`src/rtl/div_sweep_ctrl.sv`:
```
// rtl/div_sweep_ctrl.sv - sweeps four operand pairs through a divider stage and streams the quotients out
// Each pair is held on sel for SETTLE cycles, captured, then all four results are presented with valid/ready.
module div_sweep_ctrl #(
  parameter int WIDTH  = 8,
  parameter int SETTLE = 1
) (
  input  logic             clk,
  input  logic             rst_n,
  input  logic             start,
  output logic [1:0]       sel,
  input  logic [WIDTH-1:0] div_out,
  input  logic             div_err,
  output logic             busy,
  output logic             res_valid,
  input  logic             res_ready,
  output logic [WIDTH-1:0] res_data,
  output logic             res_err,
  output logic [1:0]       res_idx,
  output logic [2:0]       err_count,
  output logic             done
);

  typedef enum logic [1:0] {IDLE, DRIVE, CAPTURE, OUT} state_t;

  localparam logic [2:0] SETTLE_LAST = 3'(SETTLE - 1);

  state_t                  state_q, state_d;
  logic [1:0]              sel_q, sel_d;
  logic [1:0]              rd_idx_q, rd_idx_d;
  logic [2:0]              cnt_q, cnt_d;
  logic [2:0]              err_cnt_q, err_cnt_d;
  logic [3:0][WIDTH-1:0]   q_buf_q, q_buf_d;
  logic [3:0]              e_buf_q, e_buf_d;
  logic                    done_q, done_d;
  logic                    in_out;

  always_ff @(posedge clk) begin
    if (!rst_n) begin
      state_q   <= IDLE;
      sel_q     <= '0;
      rd_idx_q  <= '0;
      cnt_q     <= '0;
      err_cnt_q <= '0;
      q_buf_q   <= '0;
      e_buf_q   <= '0;
      done_q    <= 1'b0;
    end else begin
      state_q   <= state_d;
      sel_q     <= sel_d;
      rd_idx_q  <= rd_idx_d;
      cnt_q     <= cnt_d;
      err_cnt_q <= err_cnt_d;
      q_buf_q   <= q_buf_d;
      e_buf_q   <= e_buf_d;
      done_q    <= done_d;
    end
  end

  always_comb begin
    state_d   = state_q;
    sel_d     = sel_q;
    rd_idx_d  = rd_idx_q;
    cnt_d     = cnt_q;
    err_cnt_d = err_cnt_q;
    q_buf_d   = q_buf_q;
    e_buf_d   = e_buf_q;
    done_d    = 1'b0;
    case (state_q)
      IDLE: begin
        if (start) begin
          sel_d     = '0;
          cnt_d     = '0;
          err_cnt_d = '0;
          state_d   = DRIVE;
        end
      end
      DRIVE: begin
        if (cnt_q == SETTLE_LAST) begin
          state_d = CAPTURE;
        end else begin
          cnt_d = cnt_q + 3'd1;
        end
      end
      CAPTURE: begin
        q_buf_d[sel_q] = div_out;
        e_buf_d[sel_q] = div_err;
        err_cnt_d      = err_cnt_q + {2'b00, div_err};
        if (sel_q == 2'd3) begin
          rd_idx_d = '0;
          state_d  = OUT;
        end else begin
          sel_d   = sel_q + 2'd1;
          cnt_d   = '0;
          state_d = DRIVE;
        end
      end
      OUT: begin
        if (res_ready) begin
          if (rd_idx_q == 2'd3) begin
            state_d = IDLE;
            done_d  = 1'b1;
          end else begin
            rd_idx_d = rd_idx_q + 2'd1;
          end
        end
      end
      default: state_d = IDLE;
    endcase
  end

  // Outputs are gated by rst_n so an asserted reset silences them before the edge lands.
  always_comb begin
    in_out    = rst_n && (state_q == OUT);
    busy      = rst_n && (state_q != IDLE);
    res_valid = in_out;
    res_idx   = rd_idx_q;
    res_err   = in_out && e_buf_q[rd_idx_q];
    res_data  = '0;
    if (in_out) begin
      res_data = e_buf_q[rd_idx_q] ? '1 : q_buf_q[rd_idx_q];
    end
    done      = rst_n && done_q;
    sel       = sel_q;
    err_count = err_cnt_q;
  end

endmodule
```
`config.mk`:
```
export PLATFORM = sky130hd
export DESIGN_NAME = div_sweep_ctrl
export DESIGN_NICKNAME = d
export VERILOG_FILES = /design/src/rtl/div_sweep_ctrl.sv
export SDC_FILE = /design/constraint.sdc
export NUM_CORES = 1
export LEC_CHECK = 0
export ABC_AREA = 1
export ABC_CLOCK_PERIOD_IN_PS = 1300
export BUFFER_PORTS_ARGS = -buffer_cell sky130_fd_sc_hd__buf_2
export CAP_MARGIN = 40
export CORE_ASPECT_RATIO = 1.4
export CORE_MARGIN = 8
export CORE_UTILIZATION = 51
export CTS_BUF_LIST = sky130_fd_sc_hd__clkbuf_16
export DETAILED_ROUTE_END_ITERATION = 8
export PLACE_DENSITY = 0.83
export SYNTH_ARGS = -nofsm -noshare
export SYNTH_HDL_FRONTEND = slang
export SYNTH_SLANG_ARGS = --single-unit
```
`constraint.sdc`:
```
create_clock -name clk -period 1.3 [get_ports clk]
set_clock_uncertainty 0.15 [all_clocks]
set_input_delay 0 -clock clk [delete_from_list [all_inputs] [get_ports clk]]
set_output_delay 0 -clock clk [all_outputs]
set_load 0.005 [all_outputs]
```
### Word level (Yosys, flattened, before mapping)

Cells that the tools add are included.

| word-level totals | value |
|---|---|
| memory bits (read-only) | 0 |
| input bits | 13 |
| RAM bits | 0 |
| bits in latches | 0 |
| memories | 0 |
| logic and storage cells | 79 |
| bits in registers | 49 |
| output and inout port bits | 19 |

| operators by class | value |
|---|---|
| divide/modulo/power cells | 0 |
| multipliers | 0 |
| reduce and logical (&&, ||, !) cells | 17 |
| mux-type cells | 31 |
| bitwise logic cells | 0 |
| add/sub/neg operators | 4 |
| shift-type cells | 0 |
| equal/unequal tests | 13 |
| order comparisons | 3 |

Operators by type and width:

| operator | count |
|---|---|
| 32-bit bitwise mux | 1 |
| 8-bit 2-to-1 mux | 4 |
| 2-bit 2-to-1 mux | 10 |
| 8-bit binary-select mux with 2-bit select | 1 |
| 8-bit demux with 2-bit select | 1 |
| 2-bit != test, second input constant | 8 |
| 4-bit AND reduction | 3 |
| 3-bit 2-to-1 mux | 3 |
| 3-bit case mux with 3 select lines | 1 |
| 2-bit equality test, second input constant | 4 |
| 2-bit case mux with 2 select lines | 2 |
| 2-bit case mux with 4 select lines | 1 |
| 2-bit by 3-bit < comparator with 1-bit output, second input constant | 2 |
| 3-bit case mux with 2 select lines | 1 |
| 3-bit AND reduction | 2 |
| 2-bit nonzero test | 3 |
| 1-bit logical AND | 5 |
| 2-bit by 1-bit adder with 2-bit output, second input constant | 2 |
| 4-bit bitwise mux | 1 |
| 3-bit by 1-bit adder with 3-bit output | 1 |
| 3-bit by 1-bit adder with 3-bit output, second input constant | 1 |
| 3-bit logical NOT | 1 |
| 1-bit 2-to-1 mux | 3 |
| 3-bit nonzero test | 1 |
| 6 further kinds | 6 |

### Depth between registers and ports, before layout

Gate-level depths: netlist of run 1.

| logic depth | value |
|---|---|
| depth in word-level cells | 5 |
| mapped depth | 9 |
| gate-level depth less buffers | 9 |

### Least setup slack after synthesis of run 1

Ideal clock, no wire load.

| timing path | value |
|---|---|
| kind | flip-flop to flip-flop |
| from | register sel_q[0] (netlist: sel[0]) |
| to | register e_buf_q[1] |
| buffers on the path | 1 |
| setup slack | -0.136 ns |
| stages on the path, launching flop included | 6 |
| required time | 1.030 ns |
| library setup time | 0.120 ns |
| arrival | 1.166 ns |
| period minus slack after synthesis | 1.436 ns |
| cell sequence | dfxtp_1 -> ha_1 -> clkbuf_1 -> nand2_2 -> o21ai_0 -> a21oi_1 |

| on the way | value |
|---|---|
| word-level cells in the longest chain between the ends | 5 |
| elaborated cells on any way between the ends | 6 |
| those cells by class | order compare: 2; mux: 3; reduce/logical: 1 |

Ends and longest elaborated chain:

| what | line | RTL |
|---|---|---|
| start: declaration | 28 | `logic [1:0] sel_q, sel_d;` |
| start signal: assignment | 49 | `sel_q <= sel_d;` |
| 2-bit by 3-bit < comparator with 1-bit output (not written as such) or 2-bit by 1-bit >= comparator with 1-bit output (tied branches) | 86 | `e_buf_d[sel_q] = div_err;` |
| 1-bit logical AND (not written as such) | 86 |  |
| 1-bit 2-to-1 mux (not written as such) | 86 |  |
| 1-bit demux with 2-bit select (*) | 86 |  |
| 4-bit bitwise mux (*) | 86 |  |
| end signal: assignment | 54 | `e_buf_q <= e_buf_d;` |
| end: declaration | 33 | `logic [3:0] e_buf_q, e_buf_d;` |

Mark *: on every way between the ends. The rest lies on a longest branch, timed or not.
A chain may end at the register's enable or synchronous reset.

### Worst setup path after layout of run 1

| timing path | value |
|---|---|
| from | register e_buf_q[2] |
| to | output res_data[5] |

| on the way | value |
|---|---|
| word-level cells in the longest chain between the ends | 4 |

Ends and longest elaborated chain:

| what | line | RTL |
|---|---|---|
| 1-bit binary-select mux with 2-bit select | 120 | `res_data = e_buf_q[rd_idx_q] ? '1 : q_buf_q[rd_idx_q];` |
| 1-bit 2-to-1 mux (not written as such) | 120 |  |
| 8-bit 2-to-1 mux | 120 |  |
| 8-bit 2-to-1 mux | 119 | `if (in_out) begin` |
| end: declaration | 16 | `output logic [WIDTH-1:0] res_data,` |

Every way passes these cells. The select of a mux whose other input is x is not followed.

==> results.md, run 1 <==
* Max-capacitance violation count at 0
* Violated checks: negative setup slack
* Least-Margin Pin Slew at 0.5204 ns
* Layout area overhead at 74.11%
* WL met2 at 5.523 mm
* WP depth at 7
* Required time of the critical path at 1.15 ns
* Tmin final at 1.694 ns
* Top cell family by delay on the critical path: simple AND/OR/NAND/NOR gates
* Die span in y at 97.12 microns
* DR WL met3 at 941 microns
* Most frequent cells after synthesis: nand2_1, a21oi_1, dfxtp_1
* Largest net degree at the start of global routing at 26
* Count leader, synth: nand2_1
* Slew margin rel. at 65.19%
* Most area-consuming cells after synthesis: dfxtp_1, a21oi_1, nand2_1, o21ai_0, inv_1
* Synth Register Bits at 49
* Row Count at 29
* Hold path cells at 4
* Post-synth ARST share at 0%
* Clock sink count at 49
* Register area share after synthesis at 40.92%
* Final worst setup slack at -0.3936 ns
* Initial antenna violation count at 0
* Vias in the first global route at 2873
* Status: finished, violations left
* Syn Nets at 353
* Worst setup EP type: output pin
* TritonCTS buffer count at 5
* Full die area at 7182 sq um
* Ys Warns at 0
* IO buf count at 31
* Routed WL at 11.24 mm
* First-pass GRT wire length at 13.60 mm
* Root Driver: clkbuf_16
* Worst reg-to-reg path cell count at 8
* Number of H-tree levels at 2
* DR vias/cell at 6.242
* Grt total ovfl at 0
* Power per cell area at 1153 nW/um^2
* Buffers & Inverters on Critical Path at 2
* Post-DP HPWL at 4.235 mm
* Starting density of the core at 52.86%
* Post-layout utilization of the core at 92.03%
* # diodes at 0
* Share of layout cells above drive strength 1 at 51.76%
* Mapped Area at 2397 sq um
* Post-synthesis cell type count at 27
* Top FF cell, synth: dfxtp_1
* Static Leak at 1.658 nW
* Crit path cell chain: inv_1, nor2_4, a21oi_2, o21ai_2, nand2_2, nand2_2, buf_2
* Final nets at 446
* Worst path slowest cell: dfxtp_1
* Mapped Cells at 331
* Total power at 4.814 mW
* DRT antenna net count at 0
* Via count at 3040
* Setup violators final at 60
* Post-synth top area cell: dfxtp_1
* Syn Area/Cell at 7.243 sq um
* EDFF count, synth at 0
* Metal-1 WL at 3.843 mm
* Hold Path Class: input pin to register
* DR top layer: met4
* GP Congestion at 0.8384
* Hold slack at 0.1018 ns
* CTS clock-pin slew for the worst setup and hold paths at 0.07 ns
* Most used cell, CP: nand2_2
* Startpoint type of the worst setup path: register
* CP peak stage delay at 0.38 ns
* VDD IR max at 1.222 mV
* Setup CP Type: register to output pin
* Period utilization at 130.3%
* GRT Total Usage at 24.11%
* CP arrival at 1.54 ns
* WL per Instance at 23.08 microns
* Initial DRC Count at 429
* DIE WIDTH at 73.95 microns
* Yosys top cell area share at 40.92%
* I/O pin total at 32
* Fmax at 590.5 MHz
* Residual DRC at 0
* Final hold vios at 0
* RSZ-0062 raised after global routing: yes
* Final slew viol count at 0
* CTS max path bufs at 2
* Core area at 4536 sq um
* TritonCTS clock tree: built
* Worst skew pair latency at 0.30 ns
* Pre-Repair DR Iteration Count at 5
* Crit path max fanout at 5
sequential cells by signal, summed over array words and instances, names as in the netlist:
register   count
q_buf_q       32
e_buf_q        4
cnt_q          3
err_count      3
res_idx        2
sel            2
state_q        2
done_q         1
tightest hold or removal path: stages:
cell	delay, ns
buf_2	0.09
inv_2	0.07
buf_4	0.23
a21oi_2	0.12
final cells by class:
type	instances	area, sq um
Multi-Input combinational cell	233	1822
Sequential cell	49	1003
Timing Repair Buffer	95	869.6
Fill cell	168	361.6
Inverter	39	196.4
Clock buffer	6	150.1
Tap cell	62	77.57
Clock inverter	2	35.03
Timing Repair inverter	1	20.02
routing by layer:
layer,vias to the layer above,GRT usage (%)
li1,1290,-
met1,1409,25.14
met2,246,42.80
met3,95,4.855
met4,0,12.52
met5,-,0
placed cells by master, fill, tap and decap left out, drive strengths merged, types with 2 or more instances in the layout:
cell type / count
dlygate4sd3: 14
nand3: 25
dfxtp: 49
inv: 36
nand2: 76
ha: 9
a21oi: 61
clkinvlp: 2
nor2: 19
clkinv: 3
clkbuf: 6
o21ai: 40
buf: 81
through the flow:
step / TNS [ns] / setup WS [ns] / cell area, sq um / instances
after floorplan: 0 / 0.006922 / 2412 / 331
after global placement: -0.4376 / -0.07150 / 2795 / 437
after detailed placement: -1.412 / -0.08390 / 2795 / 437
after CTS: -3.338 / -0.3041 / 3596 / 476
after global routing: -12.05 / -0.4959 / 4174 / 487
final: -9.437 / -0.3936 / 4174 / 487
what timing repair did:
item / 4_1_cts / 5_1_grt
setup buffers: 11 / 9
hold endpoints to repair: 45 / 0
setup endpoints to repair: 48 / 60
cloned: 6 / 3
hold buffers: 14 / 0
pin swaps: 28 / 36
gates resized for setup: 95 / 127
kinds of logic after synthesis:
family,after synthesis,share of synthesized area (%)
simple gates,116,21.24
compound gates,102,22.60
buf+inv,55,10.54
flops,49,40.92
fa+ha+maj,9,4.697
path summary, 6_finish.rpt:
check | endpoint | slack (ns) | start
hold reg to reg | q_buf_q[1] | 0.31 | q_buf_q[1]
setup reg to reg | q_buf_q[8] | -0.19 | state_q[0]
setup / recovery | res_data[5] | -0.39 | e_buf_q[2]
hold / removal | q_buf_q[12] | 0.10 | rst_n
power by group:
| part | leakage (nW) | switching, mW | internal (mW) |
|---|---|---|---|
| Sequential | 0.401 | 0.0645 | 1.58 |
| Clock | 0.0920 | 0.611 | 1.02 |
| Combinational | 1.16 | 0.896 | 0.636 |
| Total | 1.66 | 1.57 | 3.24 |
Note: power is estimated with default switching activity, not from simulation.
==> inputs of run 2 (changes only) <==
==> constraint.sdc (replaced) <==
create_clock -name clk -period 1.3 [get_ports clk]
set_clock_uncertainty 0.15 [all_clocks]
set_input_delay 0 -clock clk [delete_from_list [all_inputs] [get_ports clk]]
set_output_delay 0 -clock clk [all_outputs]
set_load 0.02 [all_outputs]
==> run 2 against run 1 <==
The run still ends with negative setup slack left; sequential power barely moved; utilization rose by 5.5 points; clock-buffer cell count did not move; maximum frequency fell by 14%; hold slack got worse by 0.082 ns; largest cell class unchanged; sequential cell count did not move; clock power rose by 3%; via count rose by 12%; critical path depth fell by 1; combinational power rose by 8%.
==> results.md, run 2 (same netlist as run 1, synthesis figures left out) <==
* Number of H-tree levels at 2
* Least-Margin Pin Slew at 0.5288 ns
* Row Count at 29
* Global-route track usage on met2 at 41.51%
* GRT Total Usage at 23.55%
* Residual DRC at 0
* Pre-Repair DR Iteration Count at 8
* Switching power at 1.721 mW
* Post-layout utilization of the core at 97.49%
* First-pass GRT wire length at 13.39 mm
* IO buf count at 31
* DRT antenna net count at 0
* Most frequent cells in the layout: a21oi_2, dfxtp_1, nand2_1, buf_6, buf_4
* Die span in y at 97.12 microns
* Static Leak at 1.759 nW
* Violated checks: negative setup slack
* RSZ-0062 raised after global routing: yes
* Max-capacitance violation count at 0
* P_int at 3.274 mW
* Setup violators final at 60
* Startpoint type of the worst setup path: register
* GR Util met1 at 24.98%
* Setup CP Type: register to output pin
* Clock power frac at 33.7%
* M3 GR Usage at 4.545%
* GP Congestion at 0.8667
* Seq pwr share at 33.3%
* Largest net degree at the start of global routing at 27
* Crit path cell chain: buf_6, a21oi_1, o21ai_0, nand3_1, nand2_2, buf_6
* Clock sink count at 49
* Power per cell area at 1130 nW/um^2
* Slew margin rel. at 64.75%
* Starting density of the core at 52.86%
* Largest regs: q_buf_q x32, e_buf_q x4
* Final nets at 458
* Core area at 4536 sq um
* WL per Instance at 29.34 microns
* CP peak stage delay at 0.41 ns
* # diodes at 0
* Root Driver: clkbuf_16
* Pre-CTS setup slack at -0.05822 ns
* CTS max path bufs at 2
* Largest Register: q_buf_q
* Most used cell, CP: buf_6
* Layout area overhead at 84.45%
* Full die area at 7182 sq um
* Switching share of power at 34.46%
* Post-DP HPWL at 4.254 mm
* Commonest non-fill, non-tap cell in the layout: a21oi_2
* TritonCTS clock tree: built
* Setup TNS Final at -12.37 ns
* Gr busiest metal: met2
* Required time of the critical path at 1.15 ns
* CP arrival at 1.81 ns
* Worst setup EP type: output pin
* Routed WL at 14.64 mm
* Vias in the first global route at 2804
* Initial DRC Count at 550
* Tmin final at 1.964 ns
* I/O pin total at 32
* Worst skew pair latency at 0.30 ns
* Share of layout cells above drive strength 1 at 59.04%
* Final worst setup slack at -0.6638 ns
* Final slew viol count at 0
* Hold Path Class: input pin to register
* Via count at 3410
* Number of flip-flops in the largest register at 32
* Fmax at 509.2 MHz
* Status: finished, violations left
* VDD IR max at 1.328 mV
* Grt total ovfl at 0
* Worst path slowest cell: dfxtp_4
* Total power at 4.995 mW
* Final hold vios at 0
* Comb pwr share at 33.0%
* DR vias/cell at 6.834
* CTS clock-pin slew for the worst setup and hold paths at 0.07 ns
* Initial antenna violation count at 0
* DIE WIDTH at 73.95 microns
* Period utilization at 151.1%
* Crit path max fanout at 8
* TritonCTS buffer count at 5
## run 2: cell types whose count changed in the layout (fill, tap and decap cells not counted), sizes merged
cell and change:
nand2 -2, clkbuf +1, dlygate4sd3 -4, clkinvlp -1
buf +18
## run 2: repair_timing
item,in CTS,in global routing
hold buffers,11,0
resized for setup,108,161
gates cloned,2,3
pin swaps,38,69
buffers inserted,14,24
setup endpoints to repair,52,58
endpoints found under the hold margin,38,0
## run 2: path summary, 6_finish.rpt
path | start | to | slack (ns) | cells after the start
max reg2reg | state_q[0] | q_buf_q[11] | -0.45 | 8
min | start | err_count[2] | 0.02 | 5
min reg2reg | q_buf_q[29] | q_buf_q[29] | 0.35 | 2
max | res_idx[0] | res_data[6] | -0.66 | 6
## run 2: worst max-delay path: cells and delay by family (launching register included)
kind / cells / cell delay [ns]
compound gates: 2 / 0.60
flops: 1 / 0.41
buf+inv: 2 / 0.29
simple gates: 2 / 0.21
## run 2: area by class of cell
type	instances	area, sq um
clock buffers	6	150.1
clock inverters	2	35.03
fillers	66	113.9
inverters	39	192.7
multi-input cells	231	1876
flip-flops and latches	49	1005
well taps	62	77.57
repair buffers	110	1086
## run 2: through the flow
step,instance area [sq um],hold WS [ns],cells
floorplan,2436,-0.01516,331
global placement,2826,0.1257,440
detailed placement,2826,0.1263,440
CTS,3590,0.01983,475
global route,4422,0.03561,499
finish,4422,0.02000,499
## run 2: power groups by stage
stage	clock network (mW)	logic, mW	registers [mW]
3_5_place_dp	0	0.717	1.67
3_3_place_gp	0	0.700	1.67
6_report	1.68	1.65	1.66
5_1_grt	1.71	1.70	1.67
4_1_cts	1.59	1.07	1.64
2_1_floorplan	0	0.458	1.67
## run 2: routing by layer
metal  wire (microns)  share of wire (%)
met1             4571                 31
met2             6814                 47
met3             1703                 12
met4             1549                 11
met5                0                  0
